<file path="config.mk">
export PLATFORM = sky130hd
export DESIGN_NAME = bcp_unit_scan
export DESIGN_NICKNAME = d
export VERILOG_FILES = /design/src/rtl/bcp_pkg.sv /design/src/rtl/bcp_impl_fifo.sv /design/src/rtl/bcp_unit_scan.sv
export SDC_FILE = /design/constraint.sdc
export NUM_CORES = 1
export LEC_CHECK = 0
export CAP_MARGIN = 15
export CELL_PAD_IN_SITES_DETAIL_PLACEMENT = 0
export CELL_PAD_IN_SITES_GLOBAL_PLACEMENT = 2
export CORE_UTILIZATION = 30
export CTS_BUF_LIST = sky130_fd_sc_hd__clkbuf_4 sky130_fd_sc_hd__clkbuf_8 sky130_fd_sc_hd__clkbuf_16
export DETAILED_ROUTE_END_ITERATION = 10
export DONT_BUFFER_PORTS = 1
export HOLD_SLACK_MARGIN = 0.08
export PLACE_DENSITY = 0.67
export SETUP_SLACK_MARGIN = 0.5
export SLEW_MARGIN = 30
export SYNTH_ARGS = -nofsm -noshare
export SYNTH_HDL_FRONTEND = slang
export SYNTH_HIERARCHICAL = 1
export SYNTH_SLANG_ARGS = --single-unit
</file>
<file path="constraint.sdc">
create_clock -name CLK -period 3.8 [get_ports CLK]
set_input_delay 0.19 -clock CLK [delete_from_list [all_inputs] [get_ports CLK]]
set_output_delay 0.19 -clock CLK [all_outputs]
set_load 0.01 [all_outputs]
</file>
<file path="src/rtl/bcp_pkg.sv">
// Shared types and constants for the BCP unit-propagation scan block.
package bcp_pkg;

  localparam int UNIT_CNT_W = 16;

  typedef enum logic [1:0] {
    UNASSIGNED = 2'b00,
    TRUE       = 2'b01,
    FALSE      = 2'b10,
    RSVD       = 2'b11
  } lit_state_e;

  typedef enum logic [1:0] {
    SAT,
    UNIT,
    CONFL,
    OPEN
  } clause_class_e;

endpackage

</file>
<file path="src/rtl/bcp_impl_fifo.sv">
// Implication queue: power-of-two depth circular buffer with flush.
module bcp_impl_fifo #(
  parameter int WIDTH = 8,
  parameter int DEPTH = 8
) (
  input  logic                     CLK,
  input  logic                     RST_N,
  input  logic                     flush,
  input  logic                     push,
  input  logic [WIDTH-1:0]         wdata,
  input  logic                     pop,
  output logic [WIDTH-1:0]         rdata,
  output logic                     empty,
  output logic [$clog2(DEPTH):0]   count
);
  localparam int AW = $clog2(DEPTH);

  logic [WIDTH-1:0] mem [DEPTH];
  logic [AW-1:0]    wr_ptr, rd_ptr;
  logic             full, do_push, do_pop;

  assign empty   = (count == '0);
  assign full    = (count == (AW+1)'(DEPTH));
  assign do_pop  = pop & ~empty;
  // a push into a full queue is fine when the head leaves on the same edge
  assign do_push = push & (~full | do_pop);
  assign rdata   = mem[rd_ptr];

  always_ff @(posedge CLK) begin
    if (!RST_N || flush) begin
      wr_ptr <= '0;
      rd_ptr <= '0;
      count  <= '0;
    end else begin
      if (do_push) wr_ptr <= wr_ptr + 1'b1;
      if (do_pop)  rd_ptr <= rd_ptr + 1'b1;
      case ({do_push, do_pop})
        2'b10:   count <= count + 1'b1;
        2'b01:   count <= count - 1'b1;
        default: ;
      endcase
    end
  end

  always_ff @(posedge CLK) begin
    if (do_push) mem[wr_ptr] <= wdata;
  end

endmodule

</file>
<file path="src/rtl/bcp_unit_scan.sv">
// Clause scanner: one registered classify stage feeding an implication queue
// and a sticky conflict flag.
module bcp_unit_scan
  import bcp_pkg::*;
#(
  parameter int NUM_LIT = 4,
  parameter int CID_W   = 8,
  parameter int QDEPTH  = 8
) (
  input  logic                        CLK,
  input  logic                        RST_N,
  input  logic                        CLAUSE_VALID,
  output logic                        CLAUSE_READY,
  input  logic [CID_W-1:0]            CLAUSE_ID,
  input  logic [2*NUM_LIT-1:0]        LIT_STATE,
  output logic                        IMPL_VALID,
  input  logic                        IMPL_READY,
  output logic [CID_W-1:0]            IMPL_CID,
  output logic [$clog2(NUM_LIT)-1:0]  IMPL_IDX,
  output logic                        CONFLICT,
  output logic [CID_W-1:0]            CONFLICT_CID,
  input  logic                        CLR_CONFLICT,
  output logic [UNIT_CNT_W-1:0]       UNIT_CNT
);
  localparam int IDX_W  = $clog2(NUM_LIT);
  localparam int NU_W   = $clog2(NUM_LIT + 1);
  localparam int ENT_W  = CID_W + IDX_W;
  localparam int QCNT_W = $clog2(QDEPTH) + 1;
  localparam logic [QCNT_W:0] QD_L = QDEPTH;

  logic                   stg_vld;
  logic [CID_W-1:0]       stg_cid;
  logic [2*NUM_LIT-1:0]   stg_lits;
  logic [NUM_LIT-1:0]     lit_t, lit_u;
  logic [NU_W-1:0]        n_unasg;
  logic [IDX_W-1:0]       unit_idx;
  clause_class_e          cls;
  logic                   accept, push, pop, q_empty;
  logic [QCNT_W-1:0]      q_cnt;
  logic [QCNT_W:0]        occ;
  logic [ENT_W-1:0]       q_head;
  logic                   conflict_q;
  logic [CID_W-1:0]       conflict_cid_q;
  logic [UNIT_CNT_W-1:0]  unit_cnt_q;

  // reserved code 11 decodes as neither true nor unassigned, i.e. false
  for (genvar i = 0; i < NUM_LIT; i++) begin : g_lit
    assign lit_t[i] = (lit_state_e'(stg_lits[2*i +: 2]) == TRUE);
    assign lit_u[i] = (lit_state_e'(stg_lits[2*i +: 2]) == UNASSIGNED);
  end

  always_comb begin
    n_unasg  = '0;
    unit_idx = '0;
    cls      = OPEN;
    for (int i = 0; i < NUM_LIT; i++) begin
      if (lit_u[i]) begin
        n_unasg  = n_unasg + 1'b1;
        unit_idx = IDX_W'(i);
      end
    end
    if (|lit_t)                      cls = SAT;
    else if (n_unasg == NU_W'(1))    cls = UNIT;
    else if (n_unasg == '0)          cls = CONFL;
  end

  // the in-flight clause counts as occupancy so its push always has room
  assign occ          = {1'b0, q_cnt} + {{QCNT_W{1'b0}}, stg_vld};
  assign CLAUSE_READY = RST_N & ~conflict_q & ~CLR_CONFLICT & (occ < QD_L);
  assign accept       = CLAUSE_VALID & CLAUSE_READY;
  assign push         = stg_vld & (cls == UNIT) & ~conflict_q & ~CLR_CONFLICT;
  assign IMPL_VALID   = RST_N & ~q_empty;
  assign pop          = IMPL_VALID & IMPL_READY;

  bcp_impl_fifo #(
    .WIDTH (ENT_W),
    .DEPTH (QDEPTH)
  ) u_fifo (
    .CLK   (CLK),
    .RST_N (RST_N),
    .flush (CLR_CONFLICT),
    .push  (push),
    .wdata ({stg_cid, unit_idx}),
    .pop   (pop),
    .rdata (q_head),
    .empty (q_empty),
    .count (q_cnt)
  );

  assign {IMPL_CID, IMPL_IDX} = q_head;
  assign CONFLICT             = conflict_q;
  assign CONFLICT_CID         = conflict_cid_q;
  assign UNIT_CNT             = unit_cnt_q;

  always_ff @(posedge CLK) begin
    if (!RST_N || CLR_CONFLICT) stg_vld <= 1'b0;
    else                        stg_vld <= accept;
  end

  always_ff @(posedge CLK) begin
    if (accept) begin
      stg_cid  <= CLAUSE_ID;
      stg_lits <= LIT_STATE;
    end
  end

  always_ff @(posedge CLK) begin
    if (!RST_N || CLR_CONFLICT) begin
      conflict_q     <= 1'b0;
      conflict_cid_q <= '0;
    end else if (stg_vld && cls == CONFL && !conflict_q) begin
      conflict_q     <= 1'b1;
      conflict_cid_q <= stg_cid;
    end
  end

  always_ff @(posedge CLK) begin
    if (!RST_N)                          unit_cnt_q <= '0;
    else if (push && unit_cnt_q != '1)   unit_cnt_q <= unit_cnt_q + 1'b1;
  end

endmodule

</file>
==> implementation parameters <==
Parameter                              Value

Floorplan
  Starting density of the core    30.8%
  Die Area    19100 um2
  Vert. Die Dim    138 um
  Core outline area    18100 um2
  Die Width    138 um
  Cell Rows    49
  I/O pin count    58

Cells and area
  Commonest cells after routing, fill and taps aside    96 x sky130_fd_sc_hd__edfxtp_1, 38 x sky130_fd_sc_hd__dfxtp_1, 34 x sky130_fd_sc_hd__nor2_1
  Most common cell after layout, fill and taps aside    sky130_fd_sc_hd__edfxtp_1
  Final-stage net count    448
  Utilization after layout    38.4%
  Number of standard cells in the layout, taps in and fillers out    662
  Layout overhead on the synthesized area    24.7%
  Number of diodes added for antenna fixing    0
  Layout cell share with drive strength beyond 1    30.3%

STA
  RSZ-0062 raised after global routing    yes
  Minimum period implied by the final worst setup slack    3.10 ns
  Max Freq    322 MHz
  Actual slew at the worst max-slew pin    0.810 ns
  Number of failing hold endpoints at the final stage    0
  Relative slew slack    45.5%
  Setup Skew    0.00971 ns
  Pins over their slew limit    0
  Summed negative setup slack over all endpoints    0 ns
  Final worst hold slack    0.197 ns
  Endpoints failing setup    0
  Final clock period utilization by the worst path    81.7%

Power and ir drop
  P_leak    2.22 nW
  Total Power Consumption    0.00328 W
  VDD IR max    0.309 mV
  Areal power density over the cells    472 nW/um2

Setup path
  Type of destination of the critical path    register
  Setup crit start kind    register
  Reg2Reg Depth    16
  Signal arrival time at the worst endpoint    3.38 ns
  Setup slack, reg-to-reg    0.70 ns
  Type of the setup path with the least slack    reg -> reg
  Endpoint of the lowest-slack register-to-register path    u_fifo/count[3]
  CP max stage cell    sky130_fd_sc_hd__xnor3_2
  Worst EP required    4.08 ns
  Delay contributed by the slowest stage of the critical path    0.44 ns
  Critical path cell sequence    nor2_2, xnor3_2, inv_2, ha_4, nor3_4, nor2_2, a2111oi_4, and2_4, inv_4, nand2b_4, inv_2, ha_4, nand3_4, a211oi_2, nand3b_1, a31oi_1
  Launch point of the worst reg-to-reg path    stg_lits[4]
  Worst-path fanout max    4

Placed design
  Number of placed instances, taps included    596
  # port buffers    0
  Gpl congestion    0.724
  Post-detailed-placement half-perimeter wirelength    7740 um

Synth
  Synthesis warning total    6
  Number of enable flip-flop cells after synthesis    96
  Post-synthesis instance area    5570 um2
  Number of instances in the synthesized netlist    369
  Per-instance average area after synthesis    15.1 um2
  Fraction of the yosys area taken by sequential cells    65.7%
  FFs w/ async S/R, synth    0%
  Synthesized netlist net count    397
  FF+latch count, synth    135
  Commonest register cell after synthesis    sky130_fd_sc_hd__edfxtp_1
  Synth cell types    54

Clocking
  Clock tree from TritonCTS    built
  Number of buffers added by the clock tree synthesis step    17
  H-tree level count    4
  Root cell of the clock tree    sky130_fd_sc_hd__clkbuf_16
  Latest clock arrival within the worst-skew pair    0.41 ns
  Clock transition at path regs    0.06 ns
  Maximum root-to-sink buffer count    2
  CTS sink cnt    135

Routing
  Count of vias placed by the detailed router    3218
  DRC viols    6
  Remaining antenna violation count after routing    0
  Post-DR vias/cell    4.86
  Final routed wire length divided by cell count    18.6 um
  Number of iterations in the first detailed-routing pass    8
  Routed WL    12300 um
  DRT iter0 DRCs    167

Run
  MaxCap Viol Count    0

Global routing
  Global-route wire length before repair    19000 um
  GR Util All Layers    13.3%
  Antenna violations before repair    0
  Global-route congestion overflow total    0
  Maximum number of pins on one net before global-route repair    27
  Number of global-route vias before repair    3463

Min path
  Capture endpoint of the worst hold path    UNIT_CNT[0]
  Hold Crit Start    RST_N
  Hold/Removal Path Class    in -> reg
  Hold Path Cell Cnt    2

Run status
  Run status    finished with violations
  Violations in the final reports    DRC
## report_power, final
| group | internal, W | leakage, nW | switching, W |
|---|---|---|---|
| registers | 0.00158 | 1.18 | 0.00000851 |
| logic | 0.0000288 | 0.763 | 0.0000303 |
| clock network | 0.00102 | 0.280 | 0.000624 |
| total | 0.00262 | 2.22 | 0.000663 |
## metrics by stage
stage                     setup slack, ns  area, um2
after floorplan                     0.417       5650
after CTS                           0.516       6830
after detailed placement            0.234       5950
after global routing                0.450       6950
final                               0.697       6950
after global placement              0.322       5950
## cells in the mapped netlist, types with 2 or more instances
cell / number / share of area (%)
sky130_fd_sc_hd__or3_1: 6 / 0.67
sky130_fd_sc_hd__buf_1: 2 / 0.13
sky130_fd_sc_hd__buf_2: 6 / 0.54
sky130_fd_sc_hd__ha_1: 6 / 1.3
sky130_fd_sc_hd__xnor2_1: 3 / 0.47
sky130_fd_sc_hd__nor2_1: 41 / 2.8
sky130_fd_sc_hd__edfxtp_1: 96 / 52
sky130_fd_sc_hd__xor2_1: 5 / 0.79
sky130_fd_sc_hd__mux2_2: 10 / 2.0
sky130_fd_sc_hd__and4_1: 2 / 0.31
sky130_fd_sc_hd__o211ai_1: 5 / 0.67
sky130_fd_sc_hd__and2_1: 4 / 0.45
sky130_fd_sc_hd__inv_1: 8 / 0.54
sky130_fd_sc_hd__o21ai_0: 5 / 0.45
sky130_fd_sc_hd__o31ai_1: 5 / 0.67
sky130_fd_sc_hd__clkbuf_1: 5 / 0.34
sky130_fd_sc_hd__dfxtp_1: 39 / 14
sky130_fd_sc_hd__mux4_2: 20 / 8.1
sky130_fd_sc_hd__nor4_1: 2 / 0.22
sky130_fd_sc_hd__a21oi_1: 12 / 1.1
sky130_fd_sc_hd__nor3_1: 4 / 0.36
sky130_fd_sc_hd__and3_1: 2 / 0.22
sky130_fd_sc_hd__o21ai_2: 2 / 0.31
sky130_fd_sc_hd__or4_1: 6 / 0.81
sky130_fd_sc_hd__buf_6: 2 / 0.40
sky130_fd_sc_hd__mux2i_1: 12 / 2.2
sky130_fd_sc_hd__nand2b_1: 7 / 0.79
sky130_fd_sc_hd__a211oi_1: 3 / 0.40
sky130_fd_sc_hd__or2_2: 3 / 0.34
sky130_fd_sc_hd__nand4_1: 7 / 0.79
sky130_fd_sc_hd__nand3_1: 9 / 0.81
sky130_fd_sc_hd__nand2_1: 8 / 0.54
## repair_timing
item | 4_1_cts | 5_1_grt
resized for setup | 6 | 22
hold endpoints to repair | 21 | 0
cloned | 0 | 2
hold buffers | 18 | 0
buffers inserted | 10 | 4
endpoints found under the setup margin | 37 | 84
pin swaps | 7 | 12
## critical path: cells and delay by family, from the launching register on
family                   cells  cell delay [ns]
buffers and inverters        3             0.19
flip-flops                   1             0.40
XOR/XNOR                     1             0.44
adder cells (fa/ha/maj)      2             0.50
AO/OA/AOI/OAI                3             0.55
AND/OR/NAND/NOR              7             0.90
## final cells by class
type,instances,area [um2]
Clock buffer,20,460
Multi-Input combinational cell,211,1940
Timing Repair Buffer,47,428
Clock inverter,12,141
Inverter,8,32.5
Fill cell,1675,11100
Sequential cell,135,3660
Tap cell,229,287
## flip-flops by register name, summed over array words and instances, names as in the netlist, named ones only
name           count
u_fifo/rd_ptr      3
CONFLICT           1
u_fifo/wr_ptr      3
stg_vld            1
stg_lits           8
u_fifo/count       4
u_fifo/mem        80
UNIT_CNT          16
CONFLICT_CID       8
stg_cid            8
## worst max path at each step
stage	slack [ns]	start	cells past startpoint	endpoint
global placement	0.32	stg_lits[4]	16	u_fifo/count[3]
CTS	0.52	stg_lits[2]	13	u_fifo/mem[4][1]
floorplan	0.42	stg_lits[4]	12	u_fifo/mem[6][0]
finish	0.70	stg_lits[4]	16	u_fifo/count[3]
global route	0.45	stg_lits[4]	16	u_fifo/count[3]
detailed placement	0.23	stg_lits[4]	16	u_fifo/count[3]
## per-layer routing
layer | share of wire [%] | vias up | track usage (%)
met2 | 50 | 68 | 22.1
met4 | 0.24 | 0 | 4.61
li1 | - | 1530 | -
met1 | 44 | 1618 | 16.1
met5 | 0 | - | 0
met3 | 5.8 | 2 | 4.50
## logic make-up after synthesis
family / Yosys count / synth area share (%)
XOR/XNOR: 10 / 1.98
buffers and inverters: 23 / 1.95
AO/OA/AOI/OAI: 45 / 6.26
AND/OR/NAND/NOR: 106 / 9.92
flip-flops: 135 / 65.7
adder cells (fa/ha/maj): 8 / 1.91
multiplexers: 42 / 12.3
(Power assumes the default switching activity.)
